<file path="config.mk">
export PLATFORM = sky130hd
export DESIGN_NAME = bp_dout_engine
export DESIGN_NICKNAME = d
export VERILOG_FILES = /design/src/rtl/bp_dout_engine.sv
export SDC_FILE = /design/constraint.sdc
export NUM_CORES = 2
export LEC_CHECK = 0
export ABC_AREA = 1
export BUFFER_PORTS_ARGS = -buffer_cell sky130_fd_sc_hd__buf_2
export CAP_MARGIN = 15
export CORE_UTILIZATION = 35
export DETAILED_ROUTE_END_ITERATION = 8
export PLACE_DENSITY = 0.51
export SKIP_CTS_REPAIR_TIMING = 1
export SLEW_MARGIN = 25
export SYNTH_ARGS = -nofsm -noshare
export SYNTH_HDL_FRONTEND = slang
export SYNTH_SLANG_ARGS = --single-unit
</file>
<file path="constraint.sdc">
create_clock -name clk -period 37.4 [get_ports clk]
set_input_delay 7.48 -clock clk [delete_from_list [all_inputs] [get_ports clk]]
set_output_delay 7.48 -clock clk [all_outputs]
set_load 0.05 [all_outputs]
</file>
<file path="src/rtl/bp_dout_engine.sv">
// LSTM backprop delta-out engine: dout[k] = sum_n dgate[n] * W[n][k], with n = g*N_CELL + j.
// Optional macro BP_SAT_EN: clamp results to WIDTH bits and expose the sticky o_sat flag.
module bp_dout_engine #(
  parameter int WIDTH  = 24,
  parameter int FRAC   = 20,
  parameter int N_CELL = 8,
  parameter int N_OUT  = 53,
  parameter int GUARD  = 8,
  parameter int ADDR_W = 12
) (
  input  logic              clk,
  input  logic              rst,
  input  logic              i_start,
  output logic              o_busy,
  output logic              o_done,
  input  logic              i_dg_valid,
  output logic              o_dg_ready,
  input  logic [WIDTH-1:0]  i_dg_data,
  output logic              o_w_rd,
  output logic [ADDR_W-1:0] o_w_addr,
  input  logic [WIDTH-1:0]  i_w_data,
  output logic              o_dout_valid,
  input  logic              i_dout_ready,
  output logic [WIDTH-1:0]  o_dout_data,
`ifdef BP_SAT_EN
  output logic [ADDR_W-1:0] o_dout_idx,
  output logic              o_sat
`else
  output logic [ADDR_W-1:0] o_dout_idx
`endif
);

  localparam int ACC_W = WIDTH + GUARD;
  localparam int NG    = 4 * N_CELL;
  localparam int NW    = $clog2(NG);

  typedef enum logic [1:0] {
    ST_IDLE = 2'd0,
    ST_LOAD = 2'd1,
    ST_MAC  = 2'd2,
    ST_OUT  = 2'd3
  } state_t;

  state_t                    state_q;
  logic [NW-1:0]             n_q;
  logic                      pend_q;
  logic [NW-1:0]             pend_n_q;
  logic [ADDR_W-1:0]         k_q;
  logic signed [ACC_W-1:0]   acc_q;
  logic [WIDTH-1:0]          buf_q [NG];
  logic                      busy_q;
  logic                      done_q;
  logic                      dg_ready_q;
  logic                      w_rd_q;
  logic [ADDR_W-1:0]         w_addr_q;
  logic                      dout_valid_q;
  logic [WIDTH-1:0]          dout_data_q;
  logic [ADDR_W-1:0]         dout_idx_q;

  logic signed [2*WIDTH-1:0] prod_d;
  logic signed [ACC_W-1:0]   term_d;
  logic signed [ACC_W-1:0]   acc_d;
  logic [WIDTH-1:0]          dout_d;

`ifdef BP_SAT_EN
  logic                      sat_q;
  logic                      sat_d;

  // True when the accumulator does not fit in WIDTH signed bits.
  function automatic logic sat_hit(input logic [ACC_W-1:0] a);
    sat_hit = !((&a[ACC_W-1:WIDTH-1]) || !(|a[ACC_W-1:WIDTH-1]));
  endfunction

  function automatic logic [WIDTH-1:0] sat_val(input logic [ACC_W-1:0] a);
    if (sat_hit(a)) begin
      sat_val = a[ACC_W-1] ? {1'b1, {(WIDTH-1){1'b0}}} : {1'b0, {(WIDTH-1){1'b1}}};
    end else begin
      sat_val = a[WIDTH-1:0];
    end
  endfunction
`endif

  // MAC datapath: product of the buffered dgate and returning weight, rescaled and accumulated.
  always_comb begin
    prod_d = $signed(buf_q[pend_n_q]) * $signed(i_w_data);
    term_d = ACC_W'(prod_d >>> FRAC);
    acc_d  = acc_q + term_d;
`ifdef BP_SAT_EN
    dout_d = sat_val(acc_d);
    sat_d  = sat_hit(acc_d);
`else
    dout_d = acc_d[WIDTH-1:0];
`endif
  end

  // Sequencer: load dgates, issue weight reads per k, accumulate, then hand off each result.
  always_ff @(posedge clk or posedge rst) begin
    if (rst) begin
      state_q      <= ST_IDLE;
      n_q          <= '0;
      pend_q       <= 1'b0;
      pend_n_q     <= '0;
      k_q          <= '0;
      acc_q        <= '0;
      busy_q       <= 1'b0;
      done_q       <= 1'b0;
      dg_ready_q   <= 1'b0;
      w_rd_q       <= 1'b0;
      w_addr_q     <= '0;
      dout_valid_q <= 1'b0;
      dout_data_q  <= '0;
      dout_idx_q   <= '0;
`ifdef BP_SAT_EN
      sat_q        <= 1'b0;
`endif
      for (int i = 0; i < NG; i++) begin
        buf_q[i] <= '0;
      end
    end else begin
      done_q <= 1'b0;
      pend_q <= 1'b0;
      case (state_q)
        ST_IDLE: begin
          if (i_start) begin
            state_q    <= ST_LOAD;
            busy_q     <= 1'b1;
            dg_ready_q <= 1'b1;
            n_q        <= '0;
`ifdef BP_SAT_EN
            sat_q      <= 1'b0;
`endif
          end
        end
        ST_LOAD: begin
          if (i_dg_valid) begin
            buf_q[n_q] <= i_dg_data;
            if (n_q == NW'(NG-1)) begin
              state_q    <= ST_MAC;
              dg_ready_q <= 1'b0;
              n_q        <= '0;
              k_q        <= '0;
              w_rd_q     <= 1'b1;
              w_addr_q   <= '0;
            end else begin
              n_q <= n_q + NW'(1);
            end
          end
        end
        ST_MAC: begin
          pend_q   <= w_rd_q;
          pend_n_q <= n_q;
          // Data returns one cycle after each issue; the first issue clears the sum.
          if (pend_q) begin
            acc_q <= acc_d;
          end else if (w_rd_q && (n_q == '0)) begin
            acc_q <= '0;
          end
          if (w_rd_q) begin
            if (n_q == NW'(NG-1)) begin
              w_rd_q <= 1'b0;
            end else begin
              n_q      <= n_q + NW'(1);
              w_addr_q <= w_addr_q + ADDR_W'(N_OUT);
            end
          end
          if (pend_q && (pend_n_q == NW'(NG-1))) begin
            state_q      <= ST_OUT;
            dout_valid_q <= 1'b1;
            dout_data_q  <= dout_d;
            dout_idx_q   <= k_q;
`ifdef BP_SAT_EN
            if (sat_d) begin
              sat_q <= 1'b1;
            end
`endif
          end
        end
        ST_OUT: begin
          if (i_dout_ready) begin
            dout_valid_q <= 1'b0;
            if (k_q == ADDR_W'(N_OUT-1)) begin
              state_q <= ST_IDLE;
              busy_q  <= 1'b0;
              done_q  <= 1'b1;
            end else begin
              state_q  <= ST_MAC;
              k_q      <= k_q + ADDR_W'(1);
              n_q      <= '0;
              w_rd_q   <= 1'b1;
              w_addr_q <= k_q + ADDR_W'(1);
            end
          end
        end
        default: begin
          state_q <= ST_IDLE;
        end
      endcase
    end
  end

  assign o_busy       = busy_q;
  assign o_done       = done_q;
  assign o_dg_ready   = dg_ready_q;
  assign o_w_rd       = w_rd_q;
  assign o_w_addr     = w_addr_q;
  assign o_dout_valid = dout_valid_q;
  assign o_dout_data  = dout_data_q;
  assign o_dout_idx   = dout_idx_q;
`ifdef BP_SAT_EN
  assign o_sat        = sat_q;
`endif

endmodule

</file>
==> results_dict.tcl <==
set metrics [dict create \
    postSynth.asyncResetShare_pct 100 \
    die_width_um 415 \
    overflow 0 \
    hold_path_startpoint "o_dout_data[4]" \
    finish.utilization_pct 38.3 \
    cellLeakagePower_uw 0.0309 \
    clock-root-buffer "sky130_fd_sc_hd__clkbuf_16" \
    critical_path_class "in -> reg" \
    synth-seq-cells 870 \
    netlist_instances 7185 \
    report.power.total_uw 1990 \
    clk_path_buf_depth 3 \
    pwr-share-seq_pct 47.4 \
    post-dp-hpwl_um 125000 \
    grt_start_max_net_pins 147 \
    first_drt_iteration_drcs 3860 \
    reg2reg_setup_slack_ns 24.77 \
    worstHoldPathType "reg -> reg" \
    yosysTopAreaCellShare_pct 36.4 \
    areaGrowthSynthToFinish_pct 8.60 \
    htreeDepth 3 \
    finalSetupViolCount 0 \
    timing.reg2reg.worst_path_depth 41 \
    cp_max_fo 17 \
    postSynth.topFlopCell "sky130_fd_sc_hd__dfrtp_1" \
    die_outline_area_um2 173000 \
    synth.net_count 7966 \
    crit_path_top_delay_cell "sky130_fd_sc_hd__clkinv_1" \
    r2r_end "acc_q[19]" \
    timing.critical_path.mode_cell "sky130_fd_sc_hd__fa_1" \
    synth_top_cells_by_area "sky130_fd_sc_hd__dfrtp_1, sky130_fd_sc_hd__fa_1, sky130_fd_sc_hd__nand2_1" \
    timing.critical_path.to "acc_q[19]" \
    power_report.internal_total_uw 1510 \
    wl_per_cell_um 20.6 \
    vdd_ir_drop_max_uv 37.7 \
    max_clock_freq_ghz 0.0635 \
    cp.required_ns 38.01 \
    power-per-cell-area_nw_per_um2 30.6 \
    switching_share_pct 24.1 \
    postRouteAntennaNets 0 \
    route.final.wire_length_um 191000 \
    critical_path.max_stage_delay_ns 0.64 \
    initial_util_pct 35.3 \
    synth_enable_flop_cells 0 \
    worstSetupStartpointType "input pin" \
    die_h_um 415 \
    clock_skew_ns 0.0445 \
    tightestPinTransition_ns 1.05 \
    drcViolationCount 0 \
    synth_top_cells_by_count "sky130_fd_sc_hd__nand2_1, sky130_fd_sc_hd__o21ai_0, sky130_fd_sc_hd__dfrtp_1, sky130_fd_sc_hd__inv_1, sky130_fd_sc_hd__nor2_1" \
    post-route-min-period_ns 15.74 \
    final-max-slew-violation-count 0 \
    power_frac_clock_pct 48.7 \
    routed-via-count 48066 \
    gp_congestion 0.884 \
    hold_viol_final 0 \
    std_cell_rows 151 \
    top_level_ports 106 \
    cell_depth_of_the_worst_setup_path 33 \
    port_bufs 105 \
    timing.critical_path.to_type "flop" \
    comb_power_share_pct 3.9 \
    tritoncts "built" \
    syn_avg_cell_area_um2 8.32 \
    antenna_found_initial 14 \
    firstDrtPassIters 6 \
    yosys.cell_count.top_type "sky130_fd_sc_hd__nand2_1" \
    post_synth_num_cell_types 51 \
    final.setup.tns_ns 0 \
    timing.critical_path.max_delay_family "adder cells" \
    cts_buffers 99 \
    core_region_area_um2 169000 \
    switchingPower_uw 480 \
    post_route_cells_drive_above_1_share_pct 6.03 \
    clkLatencyLatePin_ns 0.74 \
    crit_start "i_w_data[13]" \
    cp_num_buf_inv 7 \
    first_global_vias 47816 \
    yosysTopAreaCell "sky130_fd_sc_hd__dfrtp_1" \
    worst_slew_margin_rel_pct 29.2 \
    gr-usage-all-layers_pct 22.4 \
    drv.max_cap_violation_count 0 \
    synth_area_um2 59800 \
    final_net_count 7760 \
    ys.warnings.count 0 \
    cts_sinks 870 \
    r2r_start "pend_n_q[1]" \
    whs_ns 0.466 \
    cts.clk_slew.worst_paths_ns 0.05 \
    layout_worst_path_cycle_share_pct 42.1 \
    worst-endpoint-arrival_ns 16.35 \
    grt_pass1_wl_um 299000 \
    detail_routed_via_count_per_cell 5.18 \
    grt_setup_unrepaired "no" \
    synth-seq-area-share_pct 36.4 \
    outcome "finished clean" \
]
metal layers:
| metal | vias up | wire (um) | GRT usage, % |
|---|---|---|---|
| met5 | - | 48 | 0 |
| met3 | 248 | 10300 | 2.81 |
| met1 | 24125 | 88800 | 32.7 |
| met2 | 1322 | 87000 | 35.2 |
| met4 | 8 | 4770 | 5.59 |
| li1 | 22363 | - | - |
flip-flops by register name (all words and copies together) (netlist names), 2 cells and up:
name	flops
k_q	12
state_q	2
o_dout_data	24
n_q	5
pend_n_q	5
acc_q	24
buf_q	768
o_w_addr	12
o_dout_idx	12
cells in the final DEF, fill, tap and decap left out, types with 27 or more instances in the layout:
cell type                   netlist  final
sky130_fd_sc_hd__o22ai_1         29     29
sky130_fd_sc_hd__fa_1           566    566
sky130_fd_sc_hd__nand2_2         17     41
sky130_fd_sc_hd__nand2_1       1515   1491
sky130_fd_sc_hd__nor2_1         796    787
sky130_fd_sc_hd__dfrtp_1        870    866
sky130_fd_sc_hd__buf_2           80    105
sky130_fd_sc_hd__clkbuf_16        0     99
sky130_fd_sc_hd__a21oi_1        293    293
sky130_fd_sc_hd__ha_1           162    162
sky130_fd_sc_hd__a31oi_1         35     34
sky130_fd_sc_hd__buf_4           27     73
sky130_fd_sc_hd__clkbuf_1       351     28
sky130_fd_sc_hd__inv_1          827    812
sky130_fd_sc_hd__o21ai_0        982    982
sky130_fd_sc_hd__o221ai_1       112    112
sky130_fd_sc_hd__nand3_1        281    281
sky130_fd_sc_hd__xor2_1          27     27
worst reg2reg max path, delay by kind of cell, from the launching register on:
family	cells	cell delay [ns]
AO/OA/AOI/OAI	9	1.99
AND/OR/NAND/NOR	12	2.24
XOR/XNOR	1	0.21
buffers and inverters	10	3.06
adder cells (fa/ha/maj)	9	4.33
flip-flops	1	0.67
cells by family (layout without fill, tap and decap cells):
logic type      count (synthesis)  in the layout  synth area share [%]
other cells                     0              3                     0
compound gates               1528           1528                  13.9
fa+ha+maj                     728            728                  22.3
simple gates                 2665           2665                  17.6
xor+xnor                       48             48                 0.703
flops                         870            870                  36.4
buf+inv                      1346           1212                  9.01
power by group through the flow:
| stage | combinational [uW] | sequential [uW] | clock [uW] |
|---|---|---|---|
| global route | 87.4 | 941 | 1030 |
| detailed placement | 78.0 | 958 | 0 |
| CTS | 78.3 | 941 | 993 |
| global placement | 77.9 | 958 | 0 |
| floorplan | 49.7 | 960 | 0 |
| finish | 77.4 | 942 | 968 |
worst min path at each step:
stage / cells past startpoint / endpoint
detailed placement: 2 / o_dout_data[1]
finish: 2 / o_dout_data[4]
global placement: 2 / o_dout_data[1]
floorplan: 2 / buf_q[123]
CTS: 2 / o_dout_data[1]
global route: 2 / buf_q[65]
through the flow:
stage	cells	area, um^2	setup WS (ns)
floorplan	7185	59800	5.47
global placement	9095	61700	21.15
detailed placement	9095	61700	21.01
CTS	9268	64900	21.78
global route	9271	64900	21.15
finish	9272	64900	21.66
area by class of cell:
type	instances	area, um^2
repair buffers	183	1170
flip-flops and latches	870	21800
diodes	3	7.51
inverters	856	3240
clock inverters	25	319
fillers	17378	105000
multi-input cells	4969	32800
well taps	2218	2780
clock buffers	148	2870
Note: power is estimated with default switching activity, not from simulation.
